$ cat config.mk
export PLATFORM = sky130hd
export DESIGN_NAME = mealy_pattern_detector
export DESIGN_NICKNAME = d
export VERILOG_FILES = /design/src/rtl/mealy_pattern_detector.sv
export SDC_FILE = /design/constraint.sdc
export NUM_CORES = 1
export LEC_CHECK = 0
export BUFFER_PORTS_ARGS = -buffer_cell sky130_fd_sc_hd__buf_2
export CAP_MARGIN = 20
export CORE_AREA = 5 5 42 44
export CTS_CLUSTER_SIZE = 20
export DETAILED_ROUTE_END_ITERATION = 12
export DIE_AREA = 0 0 47 49
export GPL_TIMING_DRIVEN = 1
export SYNTH_ARGS = -nofsm -noshare
export SYNTH_HDL_FRONTEND = slang
export SYNTH_SLANG_ARGS = --single-unit
$ cat constraint.sdc
create_clock -name clk -period 1.3 [get_ports clk]
set_input_delay 0.065 -clock clk [delete_from_list [all_inputs] [get_ports clk]]
set_output_delay 0.065 -clock clk [all_outputs]
set_load 0.005 [all_outputs]
$ cat src/rtl/mealy_pattern_detector.sv
// Serial Mealy pattern detector with runtime-loadable pattern and overlap select.
// out is combinational (zero latency); match_cnt exists only with MEALY_MATCH_CNT_EN defined.
module mealy_pattern_detector #(
    parameter int                 PAT_W   = 4,
    parameter logic [PAT_W-1:0]   PAT_RST = 4'b0111,
    parameter int                 CNT_W   = 8
) (
    input  logic             clk,
    input  logic             rst,
    input  logic             in,
    input  logic             in_valid,
    input  logic             pat_load,
    input  logic [PAT_W-1:0] pat_in,
    input  logic             overlap,
    output logic             out,
    output logic [CNT_W-1:0] match_cnt
);

    localparam int FW = $clog2(PAT_W);
    localparam logic [FW-1:0] FILL_MAX = FW'(PAT_W - 1);

    logic [PAT_W-1:0] pat_q,  pat_d;
    logic [PAT_W-2:0] hist_q, hist_d;
    logic [FW-1:0]    fill_q, fill_d;
    logic [PAT_W-1:0] window;
    logic             accept;

    assign window = {hist_q, in};
    assign accept = in_valid && !pat_load && !rst;
    assign out    = accept && (fill_q == FILL_MAX) && (window == pat_q);

    always_comb begin
        pat_d  = pat_q;
        hist_d = hist_q;
        fill_d = fill_q;
        if (pat_load) begin
            pat_d  = pat_in;
            hist_d = '0;
            fill_d = '0;
        end else if (in_valid) begin
            if (out && !overlap) begin
                // Non-overlapping: the next match must be built from fresh bits only.
                hist_d = '0;
                fill_d = '0;
            end else begin
                hist_d = window[PAT_W-2:0];
                fill_d = (fill_q == FILL_MAX) ? fill_q : fill_q + FW'(1);
            end
        end
    end

    always_ff @(posedge clk) begin
        if (rst) begin
            pat_q  <= PAT_RST;
            hist_q <= '0;
            fill_q <= '0;
        end else begin
            pat_q  <= pat_d;
            hist_q <= hist_d;
            fill_q <= fill_d;
        end
    end

`ifdef MEALY_MATCH_CNT_EN
    logic [CNT_W-1:0] cnt_q, cnt_d;

    always_comb begin
        cnt_d = cnt_q;
        if (out && (cnt_q != {CNT_W{1'b1}})) begin
            cnt_d = cnt_q + CNT_W'(1);
        end
    end

    always_ff @(posedge clk) begin
        if (rst) begin
            cnt_q <= '0;
        end else begin
            cnt_q <= cnt_d;
        end
    end

    assign match_cnt = cnt_q;
`else
    assign match_cnt = '0;
`endif

endmodule
## Yosys cells after proc, flatten, opt, wreduce, memory -nomap -nowiden

Index checks and enable logic that the tools add are counted.

| word-level totals | value |
|---|---|
| flip-flop bits (word level) | 9 |
| bits of input ports | 10 |
| word-level logic and storage cells | 20 |

| operators by class | value |
|---|---|
| add/subtract/negate cells | 1 |
| equality and inequality tests | 3 |
| multiplexer cells | 3 |
| reduce and logical (&&, ||, !) cells | 10 |

Operators by type and width:

| cell | count |
|---|---|
| 1-bit logical AND | 5 |
| 4-bit equality test | 1 |
| 2-bit 2-to-1 mux | 2 |
| 1-bit zero test | 3 |
| 3-bit 2-to-1 mux | 1 |
| 2-bit by 1-bit adder with 2-bit output (second input constant) | 1 |
| 2-bit equality test (second input constant) | 1 |
| 2-bit != test (second input constant) | 1 |
| 2-bit AND reduction | 1 |
| 2-bit OR reduction | 1 |

## Depth between registers and ports, before layout

Gate-level depths: netlist of run 1.

| depth | value |
|---|---|
| depth after elaboration | 8 |
| mapped depth | 4 |
| depth with buffers taken out | 4 |

## Worst setup path before layout of run 1

Ideal clock, no wire load.

| path | value |
|---|---|
| kind | flip-flop to flip-flop |
| start | register hist_q[1] |
| end | register hist_q[1] |
| setup time | 0.117 ns |
| arrival | 1.130 ns |
| required time | 1.183 ns |
| setup slack | 0.053 ns |
| stages on the path, launching flop included | 5 |
| clock period less this slack | 1.247 ns |
| path through | dfxtp_1 -> xnor2_1 -> nand3_1 -> o311a_1 -> a22o_2 |

| on the way | value |
|---|---|
| longest elaborated chain between the ends | 4 |

Ends and longest elaborated chain:

| item | line | source |
|---|---|---|
| start, declared | 23 | `logic [PAT_W-2:0] hist_q, hist_d;` |
| start signal, assigned | 59 | `hist_q <= hist_d;` |
| 4-bit equality test | 30 | `assign out = accept && (fill_q == FILL_MAX) && (window == pat_q);` |
| 1-bit logical AND | 30 |  |
| 1-bit logical AND | 41 | `if (out && !overlap) begin` |
| 3-bit 2-to-1 mux | 41 |  |

No other way between the ends.
A chain may end at the register's enable or synchronous reset.

## Final worst setup path of run 1

| path | value |
|---|---|
| start | register pat_q[3] |
| end | register hist_q[0] |

| on the way | value |
|---|---|
| longest elaborated chain between the ends | 4 |

Ends and longest elaborated chain:

| item | line | source |
|---|---|---|
| start, declared | 22 | `logic [PAT_W-1:0] pat_q, pat_d;` |
| start signal, assigned | 58 | `pat_q <= pat_d;` |
| 4-bit equality test | 30 |  |
| 1-bit logical AND | 30 |  |
| 1-bit logical AND | 41 |  |
| 3-bit 2-to-1 mux | 41 |  |

No other way between the ends.

==> results of run 1 <==
[flip-flops by register name, summed over array words and instances (netlist names)]
signal / cells
fill_q: 2
hist_q: 3
pat_q: 4
[kinds of logic after synthesis]
logic type,after synthesis
AO/OA/AOI/OAI,9
XOR/XNOR,4
adder cells (fa/ha/maj),1
buffers and inverters,10
flip-flops,9
multiplexers,2
other,1
AND/OR/NAND/NOR,15
[area by class of cell]
type	instances	area (µm²)
Inverter	1	3.754
Sequential cell	9	190.2
Multi-Input combinational cell	39	310.3
Fill cell	142	782.0
Clock buffer	4	26.28
Timing Repair Buffer	12	68.82
Tap cell	16	20.02
[worst paths after layout]
path,from,end,slack [ps],cells after the start
worst max register to register,pat_q[3],hist_q[0],-4,4
worst min-delay path,pat_in[2],pat_q[2],10,2
worst min register to register,fill_q[1],fill_q[1],500,2
worst max-delay path,pat_q[3],hist_q[0],-4,4
[per-layer routing]
layer  up-vias  global-route usage, %
met5         -                      0
met4         0                  4.147
met3         0                  3.321
met2        15                  10.86
met1       169                  10.60
li1        193                      -
[through the flow]
step / worst slack [ps] / std cells / setup TNS (ps) / total power, mW / hold slack, ps
after floorplan: 53.09 / 58 / 0 / 0.3648 / 137.4
after global placement: -0.7330 / 77 / -0.7330 / 0.3755 / 267.3
after detailed placement: -19.84 / 77 / -40.67 / 0.3774 / 274.7
after CTS: -7.323 / 81 / -7.323 / 0.6025 / 6.294
after global routing: -65.99 / 81 / -236.2 / 0.6437 / 18.71
final: -4.086 / 81 / -6.094 / 0.6031 / 12.92
[synth_stat cells, drive strengths merged]
master and n:
a211o 3, a22o 2, a32o 1, buf 9, conb 1, dfxtp 9
ha 1, inv 1, mux2i 2, nand2 5, nand3 1, nand3b 2
nor2 2, nor2b 3, nor3 2, o22ai 2, o311a 1, xnor2 4
[power by group through the flow]
| stage | sequential [mW] | combinational [mW] | clock, mW |
|---|---|---|---|
| after floorplan | 0.300 | 0.0650 | 0 |
| after global routing | 0.304 | 0.102 | 0.238 |
| after global placement | 0.302 | 0.0740 | 0 |
| after CTS | 0.300 | 0.0788 | 0.224 |
| final | 0.303 | 0.0903 | 0.210 |
| after detailed placement | 0.302 | 0.0752 | 0 |
[timing repair]
action	CTS	global route
hold buffers	0	0
pin swaps	6	3
endpoints found under the setup margin	4	6
setup buffers	0	0
resized for setup	10	8
[placed cells by master, fill, tap and decap left out]
cell	count
a211o_1	3
nor3_1	1
buf_6	1
clkbuf_1	1
nand2_1	5
clkbuf_4	3
dfxtp_1	1
nor3_2	1
nand3b_1	2
o22ai_1	1
xnor2_2	4
mux2i_1	2
a22o_2	2
conb_1	8
nand3_2	1
nor2_1	2
buf_4	1
nor2b_1	3
inv_1	1
buf_2	10
o311a_1	1
a32o_1	1
o22ai_2	1
dfxtp_2	8
ha_4	1
==> flow_summary_export.csv, run 1 <==
group,metric,value,unit
timing,max_freq,766.8,MHz
clock_network,tritoncts,"built",
clock_network,path_clk_slew,60,ps
synthesis,synth_top_cell_by_area,"dfxtp_1",
setup_path,critPathMaxStageDelay,370,ps
setup_path,cp-start-kind,"register",
route,post_drt_wl_per_cell,11.15,µm
route,routed_wl,903,µm
timing,report.final.slew_viol_count,0,
global_routing,grt_antenna_before_repair,0,
power,combPwrFrac,15.0,%
clock_network,htree_num_levels,1,
route,drtIter0Drc,2,
setup_path,crit_family,"compound AO/OA/AOI/OAI gates",
synthesis,synth_compound_area_share,16.62,%
route,vias,377,
power,clkPwrFrac,34.8,%
clock_network,clock-root-buffer,"clkbuf_4",
synthesis,synth_area_leaders,"dfxtp_1 38%, buf_4 13%, xnor2_1 7.4%, a211o_1 5.5%, a22o_2 4.2%",
route,via_per_inst,4.654,
power,seq_power_share,50.2,%
job,cap_violations,0,
synthesis,synth_cell_types,19,
power,power.leakage,0.2660,nW
synthesis,ys_seq_area_share,37.99,%
power,irDropWorstVdd,610.4,µV
clock_network,cts.sinks,9,
die,io_pins,19,
global_routing,grt_pass1_wl,1297,µm
die,die_w,47,µm
route,highest_layer,"met3",
timing,rsz0062_at_grt,"true",
clock_network,clkLatencyLatePin,250,ps
placement,dpl.hpwl,683.9,µm
timing,fin_ws,-4.086,ps
synthesis,avgSynthCellArea,9.298,µm²
synthesis,synth_cells,51,
die,die_h,49,µm
clock_network,clock_path_buffers,2,
global_routing,grt-ovfl-total,0,
setup_path,crit_buf_inv,0,
setup_path,crit_arrival,1450,ps
route,wirelength_met1,383,µm
synthesis,synth_seq_cells,9,
layout,area_delta_synth_final,30.61,%
setup_path,crit_path_max_fanout,3,
clock_network,numCtsBuffers,3,
die,core,0.001401,mm²
setup_path,criticalPathCategory,"reg2reg",
power,power_density,973.7,mW/mm²
timing,setup_viol_count_final,2,
synthesis,muxShareOfSynthArea,4.222,%
die,start_util,33.84,%
layout,finalInstanceArea,619.3,µm²
synthesis,synth_top_family_by_area,"compound AO/OA/AOI/OAI gates",
power,switching_share,24.29,%
layout,drive_gt1_share,50.77,%
layout,fin_nets,77,
power,internal-power,456.6,µW
layout,diodes,0,
synthesis,synthAdderAreaFrac,2.639,%
synthesis,synth-simple-area-share,15.83,%
placement,portBuffers,10,
setup_path,required,1440,ps
route,wl_met2,430,µm
status,violations,"negative setup slack",
global_routing,grt_pass1_vias,313,
route,wl_met3,89,µm
power,netSwitchingPower,146.5,µW
route,antenna_left,0,
timing,fin_skew,2.277,ps
global_routing,grt_max_degree,10,
hold_path,holdCritPathClass,"in2reg",
placement,gp_congestion,0.7079,
timing,timing.final.crit_share,100.3,%
synthesis,syn_area,474.2,µm²
setup_path,crit_slowest_cell,"o311a_1",
setup_path,worstSetupEndpointType,"register",
timing,finalCriticalPeriod,1304,ps
route,drcViolationCount,0,
layout,finalCoreUtilization,44.20,%
die,row_count,14,
global_routing,grtUsageTotal,8.039,%
timing,finalHoldViolCount,0,
status,status,"finished with violations",
placement,placed_area,520.5,µm²
setup_path,crit_chain,"xnor2_2 > nand3_2 > o311a_1 > a32o_1",
die,dieArea,0.002303,mm²
synthesis,yosys_warnings,0,
synthesis,synth_xor_area_share,7.388,%
route,firstDrtPassIters,4,
synthesis,synth_top_area_share,37.99,%
No activity file was read; power rests on OpenSTA's default activity.
==> inputs of run 2 (changes only) <==
--- a/config.mk
+++ b/config.mk
@@ -7,10 +7,11 @@
 export LEC_CHECK = 0
 export BUFFER_PORTS_ARGS = -buffer_cell sky130_fd_sc_hd__buf_2
 export CAP_MARGIN = 20
-export CORE_AREA = 5 5 42 44
+export CORE_AREA = 4 4 41 43
+export CTS_BUF_LIST = sky130_fd_sc_hd__clkbuf_16
 export CTS_CLUSTER_SIZE = 20
 export DETAILED_ROUTE_END_ITERATION = 12
-export DIE_AREA = 0 0 47 49
+export DIE_AREA = 0 0 45 47
 export GPL_TIMING_DRIVEN = 1
 export SYNTH_ARGS = -nofsm -noshare
 export SYNTH_HDL_FRONTEND = slang
==> run 2 against run 1 <==
Against the previous run: the run now ends clean; total power grew 56%; fmax is 1.2% higher; critical path depth unchanged; first-iteration DRC count grew 50%; cell count is 1.2% lower; critical endpoint unchanged; largest cell class unchanged.
==> flow_summary_export.csv, run 2 (same netlist as run 1, synthesis figures left out) <==
group,metric,value,unit
status,status,"completed",
route,antenna_left,0,
layout,reg_top3,"pat_q (4), hist_q (3), fill_q (2)",
clock_network,path_clk_slew,40,ps
placement,gp_congestion,0.7318,
layout,nFillCells,126,
setup_path,crit_path_max_fanout,3,
clock_network,htree_num_levels,1,
power,seq_power_share,32.0,%
power,power.leakage,0.2906,nW
layout,fin_nets,77,
hold_path,holdCritPathClass,"in2reg",
layout,drive_gt1_share,52.31,%
setup_path,worstSetupEndpointType,"register",
layout,finalInstanceArea,656.9,µm²
layout,area_delta_synth_final,38.52,%
route,drcViolationCount,0,
power,irDropWorstVdd,782.8,µV
timing,fin_skew,2.158,ps
timing,finalCriticalPeriod,1289,ps
global_routing,grt-ovfl-total,0,
route,drtIter0Drc,3,
global_routing,grt_pass1_wl,1366,µm
power,power_density,1432,mW/mm²
layout,finalCoreUtilization,50.48,%
layout,final_common_cell,"buf_2",
placement,placed_area,519.2,µm²
clock_network,numCtsBuffers,3,
layout,top_register,"pat_q",
route,post_drt_wl_per_cell,11.59,µm
die,die_h,47,µm
power,internal-power,741.8,µW
power,switching_share,21.15,%
setup_path,criticalPathCategory,"reg2reg",
setup_path,required,1420,ps
timing,rsz0062_at_grt,"true",
clock_network,postCtsSetupRepairBufs,0,
timing,report.final.slew_viol_count,0,
die,row_count,13,
die,io_pins,19,
setup_path,crit_arrival,1410,ps
global_routing,grt_antenna_before_repair,0,
placement,portBuffers,10,
setup_path,cp-start-kind,"register",
die,dieArea,0.002115,mm²
route,vias,386,
timing,setup_viol_count_final,0,
clock_network,tritoncts,"built",
route,routed_wl,927,µm
power,clkPwrFrac,58.9,%
timing,hold_ws,32.41,ps
clock_network,holdBufCountCts,0,
timing,max_freq,775.9,MHz
die,die_w,45,µm
route,via_per_inst,4.825,
global_routing,grt_max_degree,10,
timing,finalHoldViolCount,0,
layout,diodes,0,
clock_network,cts.sinks,9,
clock_network,clkLatencyLatePin,240,ps
layout,largest_reg_flops,4,
global_routing,grtUsageTotal,10.63,%
die,start_util,36.44,%
clock_network,clock-root-buffer,"clkbuf_16",
placement,dpl.hpwl,663.6,µm
timing,setup-tns-final,0,ps
layout,layout_common_cells,"10 x buf_2, 8 x conb_1, 7 x dfxtp_2",
power,netSwitchingPower,199.0,µW
global_routing,grt_pass1_vias,334,
die,core,0.001301,mm²
power,combPwrFrac,9.2,%
job,cap_violations,0,
timing,timing.final.crit_share,99.14,%
route,firstDrtPassIters,4,
clock_network,clock_path_buffers,2,
-- run 2: power by group through the flow --
stage          Clock (mW)  Combinational, mW  Sequential, mW
2_1_floorplan           0             0.0650           0.300
3_5_place_dp            0             0.0752           0.302
3_3_place_gp            0             0.0749           0.302
6_report            0.554             0.0862           0.301
4_1_cts             0.564             0.0762           0.297
5_1_grt             0.576             0.0977           0.303
-- run 2: worst paths after layout --
| check | start | to | slack [ps] | depth (start not counted) |
|---|---|---|---|---|
| worst max-delay path | pat_q[2] | hist_q[0] | 10 | 4 |
| worst min register to register | fill_q[1] | fill_q[1] | 470 | 2 |
| worst max register to register | pat_q[2] | hist_q[0] | 10 | 4 |
| worst min-delay path | pat_in[1] | pat_q[1] | 30 | 2 |
-- run 2: final cells by class --
class | instances | area, µm² | area share (%)
inverters | 1 | 3.754 | 0.5714
clock buffers | 3 | 75.07 | 11.43
clock inverters | 1 | 5.005 | 0.7619
repair buffers | 12 | 65.06 | 9.905
flip-flops and latches | 9 | 192.7 | 29.33
multi-input cells | 39 | 296.5 | 45.14
well taps | 15 | 18.77 | 2.857
-- run 2: timing repair --
action | CTS | global route
pin swaps | 4 | 4
resized for setup | 4 | 13
setup endpoints to repair | 4 | 6
cloned | 0 | 0
-- run 2: through the flow --
| stage | instances | power [mW] | setup slack [ps] |
|---|---|---|---|
| finish | 80 | 0.9409 | 11.12 |
| global route | 80 | 0.9767 | -59.93 |
| CTS | 80 | 0.9379 | 5.896 |
| detailed placement | 76 | 0.3771 | -12.66 |
| global placement | 76 | 0.3766 | 7.033 |
| floorplan | 58 | 0.3648 | 53.09 |
-- run 2: critical path, stage by stage (launching register included) --
cell and delay, ps:
dfxtp_2 330, xnor2_2 160, nand3_2 100, o311a_1 370, a32o_1 220
-- run 2: metal layers --
| metal | wire length [µm] | GRT usage (%) | vias to the layer above |
|---|---|---|---|
| met1 | 375 | 10.60 | 172 |
| met4 | 57 | 15.79 | 0 |
| met2 | 398 | 12.99 | 18 |
| met5 | 0 | 0 | - |
| met3 | 95 | 5.747 | 5 |
| li1 | - | - | 191 |
